## config.mk

```make
export PLATFORM = sky130hd
export DESIGN_NAME = change_dispenser
export DESIGN_NICKNAME = d
export VERILOG_FILES = /design/src/rtl/change_dispenser.sv
export SDC_FILE = /design/constraint.sdc
export NUM_CORES = 1
export LEC_CHECK = 0
export CAP_MARGIN = 10
export CORE_MARGIN = 3
export CORE_UTILIZATION = 40
export CTS_CLUSTER_DIAMETER = 120
export DETAILED_ROUTE_END_ITERATION = 10
export PLACE_DENSITY = 0.63
export SYNTH_ARGS = -nofsm -noshare
export SYNTH_HDL_FRONTEND = slang
export SYNTH_SLANG_ARGS = --single-unit
```

## constraint.sdc

```tcl
create_clock -name clk -period 5.7 [get_ports clk]
set_input_delay 0.57 -clock clk [delete_from_list [all_inputs] [get_ports clk]]
set_output_delay 0.57 -clock clk [all_outputs]
set_load 0.005 [all_outputs]
```

## src/rtl/change_dispenser.sv

```systemverilog
// change_dispenser: after a vend request, runs the drink motor for a fixed
// time, pays change coin by coin through a req/ack hopper handshake, then
// pulses clear_credit so the credit FSM can return to zero.
// Hopper handshake: a single eject request (dime or nickel) is held high in
// WAIT until hopper_ack is sampled high or the timeout expires; the request
// drops the cycle after, and REQ inserts at least one request-free cycle.
module change_dispenser #(
    parameter int PRICE_UNITS  = 6,
    parameter int MOTOR_CYCLES = 8,
    parameter int ACK_TIMEOUT  = 255
) (
    input  logic       clk,
    input  logic       rst,
    input  logic       dispense,
    input  logic       collect,
    input  logic [3:0] amount,
    input  logic       hopper_ack,
    output logic       vend_motor,
    output logic       eject_dime,
    output logic       eject_nickel,
    output logic       busy,
    output logic       clear_credit,
    output logic       change_err
);

    typedef enum logic [2:0] {
        S_IDLE = 3'd0,
        S_VEND = 3'd1,
        S_REQ  = 3'd2,
        S_WAIT = 3'd3,
        S_DONE = 3'd4
    } state_t;

    localparam logic [7:0] MOTOR_LAST = 8'(MOTOR_CYCLES - 1);
    localparam logic [7:0] ACK_LAST   = 8'(ACK_TIMEOUT - 1);
    localparam logic [3:0] PRICE4     = 4'(PRICE_UNITS);

    state_t     state_q, state_d;
    logic       disp_q, disp_d;
    logic [3:0] change_q, change_d;
    logic [3:0] change_dec;
    logic [7:0] cnt_q, cnt_d;
    logic       dime_q, dime_d;
    logic       err_q, err_d;
    logic       motor_q, motor_d;
    logic       ej_dime_q, ej_dime_d;
    logic       ej_nick_q, ej_nick_d;
    logic       busy_q, busy_d;
    logic       clear_q, clear_d;

    // Remaining change after the current coin is acknowledged, floored at zero.
    always_comb begin
        change_dec = 4'd0;
        if (dime_q) begin
            change_dec = (change_q >= 4'd2) ? change_q - 4'd2 : 4'd0;
        end else begin
            change_dec = (change_q != 4'd0) ? change_q - 4'd1 : 4'd0;
        end
    end

    // Next-state logic; a vend starts only on a rising dispense edge in IDLE.
    always_comb begin
        state_d  = state_q;
        disp_d   = dispense;
        change_d = change_q;
        cnt_d    = cnt_q;
        dime_d   = dime_q;
        err_d    = err_q;
        unique case (state_q)
            S_IDLE: begin
                if (dispense && !disp_q) begin
                    state_d  = S_VEND;
                    cnt_d    = 8'd0;
                    err_d    = 1'b0;
                    change_d = 4'd0;
                    if (collect) begin
                        if (amount < PRICE4) begin
                            err_d = 1'b1;
                        end else begin
                            change_d = amount - PRICE4;
                        end
                    end
                end
            end
            S_VEND: begin
                if (cnt_q == MOTOR_LAST) begin
                    cnt_d   = 8'd0;
                    state_d = (change_q != 4'd0) ? S_REQ : S_DONE;
                end else begin
                    cnt_d = cnt_q + 8'd1;
                end
            end
            S_REQ: begin
                dime_d  = (change_q >= 4'd2);
                cnt_d   = 8'd0;
                state_d = S_WAIT;
            end
            S_WAIT: begin
                // An ack in the expiry cycle still counts the coin.
                if (hopper_ack) begin
                    change_d = change_dec;
                    cnt_d    = 8'd0;
                    state_d  = (change_dec != 4'd0) ? S_REQ : S_DONE;
                end else if (cnt_q == ACK_LAST) begin
                    err_d    = 1'b1;
                    change_d = 4'd0;
                    cnt_d    = 8'd0;
                    state_d  = S_DONE;
                end else begin
                    cnt_d = cnt_q + 8'd1;
                end
            end
            S_DONE: begin
                state_d = S_IDLE;
            end
            default: begin
                state_d = S_IDLE;
            end
        endcase
    end

    // Registered Moore outputs, decoded from the next state.
    always_comb begin
        motor_d   = (state_d == S_VEND);
        ej_dime_d = (state_d == S_WAIT) && dime_d;
        ej_nick_d = (state_d == S_WAIT) && !dime_d;
        busy_d    = (state_d != S_IDLE);
        clear_d   = (state_d == S_DONE);
    end

    // State and output registers; reset clears everything immediately.
    always_ff @(posedge clk or posedge rst) begin
        if (rst) begin
            state_q   <= S_IDLE;
            disp_q    <= 1'b0;
            change_q  <= 4'd0;
            cnt_q     <= 8'd0;
            dime_q    <= 1'b0;
            err_q     <= 1'b0;
            motor_q   <= 1'b0;
            ej_dime_q <= 1'b0;
            ej_nick_q <= 1'b0;
            busy_q    <= 1'b0;
            clear_q   <= 1'b0;
        end else begin
            state_q   <= state_d;
            disp_q    <= disp_d;
            change_q  <= change_d;
            cnt_q     <= cnt_d;
            dime_q    <= dime_d;
            err_q     <= err_d;
            motor_q   <= motor_d;
            ej_dime_q <= ej_dime_d;
            ej_nick_q <= ej_nick_d;
            busy_q    <= busy_d;
            clear_q   <= clear_d;
        end
    end

    assign vend_motor   = motor_q;
    assign eject_dime   = ej_dime_q;
    assign eject_nickel = ej_nick_q;
    assign busy         = busy_q;
    assign clear_credit = clear_q;
    assign change_err   = err_q;

endmodule

```

==> impl_metrics.env <==
export IMPL_num_vias=1156
export IMPL_fin_tns_setup_ns=0
export IMPL_hp_class="flop to flop"
export IMPL_hold_viol=0
export IMPL_synth_cells=147
export IMPL_synthFlopType="dfrtp_1"
export IMPL_port_buffers=14
export IMPL_yosysTopAreaCell="dfrtp_1"
export IMPL_powerDensity_nw_per_um2=408
export IMPL_path_max_fanout=11
export IMPL_ios=15
export IMPL_die_h_um=64.1
export IMPL_synth_seq_area_share_pct=42.6
export IMPL_ctsResizeCount=0
export IMPL_antenna_found_initial=0
export IMPL_synth_top_cell_area_share_pct=42.6
export IMPL_clkSinkCount=23
export IMPL_total_power_w=0.000632
export IMPL_worst_slew_pin_slew_ns=0.895
export IMPL_critPathKind="flop to flop"
export IMPL_dieArea_um2=4110
export IMPL_cp_cell_sequence="ha_1 -> or4b_4 -> o311ai_2 -> and2_1 -> nor3_1 -> a211o_2"
export IMPL_cp_slowest_stage_delay_ns=0.48
export IMPL_root_buffer="clkbuf_4"
export IMPL_max_freq_ghz=0.432
export IMPL_start_kind="flop"
export IMPL_finalCritPeriodShare_pct=40.6
export IMPL_gp_congestion=0.957
export IMPL_required_ns=5.90
export IMPL_diodes=0
export IMPL_post_route_min_period_ns=2.32
export IMPL_grt_pass1_wl_um=4830
export IMPL_grt_pass1_vias=1092
export IMPL_grt_use_total_pct=14.7
export IMPL_max_slew_margin_rel_pct=40.2
export IMPL_drt_first_iter_violations=75
export IMPL_setup_violations=0
export IMPL_final_common_cell="dfrtp_1"
export IMPL_regArea_um2=576
export IMPL_synth_edf_count=0
export IMPL_rows=20
export IMPL_cts_tree="yes"
export IMPL_placed_cell_area_um2=1520
export IMPL_final_cell_mix="23 x dfrtp_1, 16 x nand2_1, 14 x clkdlybuf4s50_1"
export IMPL_drv_cap=0
export IMPL_netlist_area_um2=1350
export IMPL_areaGrowthSynthToFinish_pct=14.7
export IMPL_final_area_um2=1550
export IMPL_drive_gt1_share_pct=6.83
export IMPL_cts_buffer_depth=2
export IMPL_hold_ws_ns=0.554
export IMPL_rsz0062_at_grt="false"
export IMPL_ys_seq_elements=23
export IMPL_ant_nets=0
export IMPL_cp_slowest_cell="or4b_4"
export IMPL_ys_warnings_count=0
export IMPL_num_nets_final=176
export IMPL_drc=0
export IMPL_synthesis_nets=161
export IMPL_fin_skew_ns=0.00749
export IMPL_core_area_um2=3130
export IMPL_insertion_delay_ns=0.31
export IMPL_vdd_ir_drop_max_uv=144
export IMPL_leakage_nw=0.676
export IMPL_drv_slew=0
export IMPL_start_util_pct=43.2
export IMPL_grt_start_max_net_pins=24
export IMPL_wl_um=2810
export IMPL_critPathBufInv=0
export IMPL_crit_arrival_ns=2.52
export IMPL_cts_max_level=1
export IMPL_first_pass_iters=4
export IMPL_cts_buffers=3
export IMPL_place_hpwl_um=2090
export IMPL_status="finished clean"
export IMPL_vias_per_cell=5.64
export IMPL_synth_async_reset_ratio_pct=100
export IMPL_ys_top_cells_by_area="dfrtp_1 43%, ha_1 4.6%, o21ai_0 4.4%"
export IMPL_avgSynthCellArea_um2=9.19
export IMPL_die_w_um=64.1
export IMPL_synthDistinctLibCells=46
export IMPL_gr_total_overflow=0
export IMPL_worst_setup_path_end_kind="flop"
export IMPL_wl_per_cell_um=13.7
export IMPL_critical_path_top_delay_family="simple AND/OR/NAND/NOR gates"
export IMPL_n_fill_cell=305
export IMPL_multiInputGateArea_um2=723
export IMPL_post_cts_setup_buffers=0
export IMPL_clkTransAtPathRegs_ns=0.13
export IMPL_holdBufCountCts=0
## flip-flops by register name (all words and copies together) (netlist names)
signal,cells
eject_dime,1
change_err,1
vend_motor,1
clear_credit,1
change_q,4
busy,1
dime_q,1
eject_nickel,1
cnt_q,8
state_q,3
disp_q,1
## per-stage QoR
step / std cells / setup slack [ns] / util [%]
3_5_place_dp: 201 / 3.40 / 48.7
2_1_floorplan: 147 / 3.69 / -
4_1_cts: 205 / 3.36 / 49.6
5_1_grt: 205 / 3.20 / 49.6
3_3_place_gp: 201 / 3.51 / 48.7
6_report: 205 / 3.38 / 49.6
## cells in the mapped netlist, types with 2 or more instances
| cell | instances |
|---|---|
| a21bo_2 | 2 |
| a21o_1 | 4 |
| a21oi_1 | 7 |
| a31oi_1 | 3 |
| and2_1 | 2 |
| clkbuf_1 | 3 |
| dfrtp_1 | 23 |
| ha_1 | 5 |
| inv_1 | 8 |
| nand2_1 | 16 |
| nand2b_1 | 6 |
| nand3_1 | 5 |
| nand3b_1 | 2 |
| nor2_1 | 10 |
| nor3_1 | 5 |
| nor3b_1 | 3 |
| nor4_1 | 2 |
| o211ai_1 | 2 |
| o21ai_0 | 12 |
## power breakdown
| part | leakage (nW) | internal [W] | switching, W | total, W |
|---|---|---|---|---|
| combinational | 0.363 | 0.000133 | 0.000150 | 0.000283 |
| sequential | 0.299 | 0.000211 | 0.0000619 | 0.000272 |
| clock | 0.0150 | 0.0000273 | 0.0000492 | 0.0000765 |
## per-layer routing
layer  vias up  GRT usage, %  part of all wire, %
met2        32          25.7                   47
met3         4          2.46                  4.4
met5         -             0                    0
met4         0          3.69                 0.82
li1        566             -                    -
met1       554          18.6                   48
## cell type report
class / count / share of cell area, %
Clock buffer: 4 / 1.69
Sequential cell: 23 / 37.1
Multi-Input combinational cell: 112 / 46.7
Timing Repair Buffer: 14 / 9.04
Inverter: 8 / 1.94
Tap cell: 44 / 3.55
## kinds of logic after synthesis
group | count (synthesis) | share of synthesized area [%]
buf+inv | 12 | 3.89
fa+ha+maj | 5 | 4.63
compound gates | 43 | 21.9
mux | 2 | 1.57
flops | 23 | 42.6
xor+xnor | 1 | 0.648
simple gates | 61 | 24.8
## worst paths after layout
path | start | to | slack [ns] | depth (start not counted)
setup reg to reg | cnt_q[1]$_DFFE_PP0P_ | cnt_q[5]$_DFFE_PP0P_ | 3.38 | 6
min in group asynchronous | rst | eject_dime$_DFF_PP0_ | 0.74 | 2
hold reg to reg | change_err$_DFFE_PP0P_ | change_err$_DFFE_PP0P_ | 0.55 | 2
hold / removal | change_err$_DFFE_PP0P_ | change_err$_DFFE_PP0P_ | 0.55 | 2
max in group asynchronous | rst | clear_credit$_DFF_PP0_ | 4.41 | 2
setup / recovery | cnt_q[1]$_DFFE_PP0P_ | cnt_q[5]$_DFFE_PP0P_ | 3.38 | 6
## tightest hold or removal path: cells and delay by family (launching register included)
| family | cells | cell delay [ns] |
|---|---|---|
| flops | 1 | 0.37 |
| compound gates | 2 | 0.15 |
Note: power is estimated with default switching activity, not from simulation.
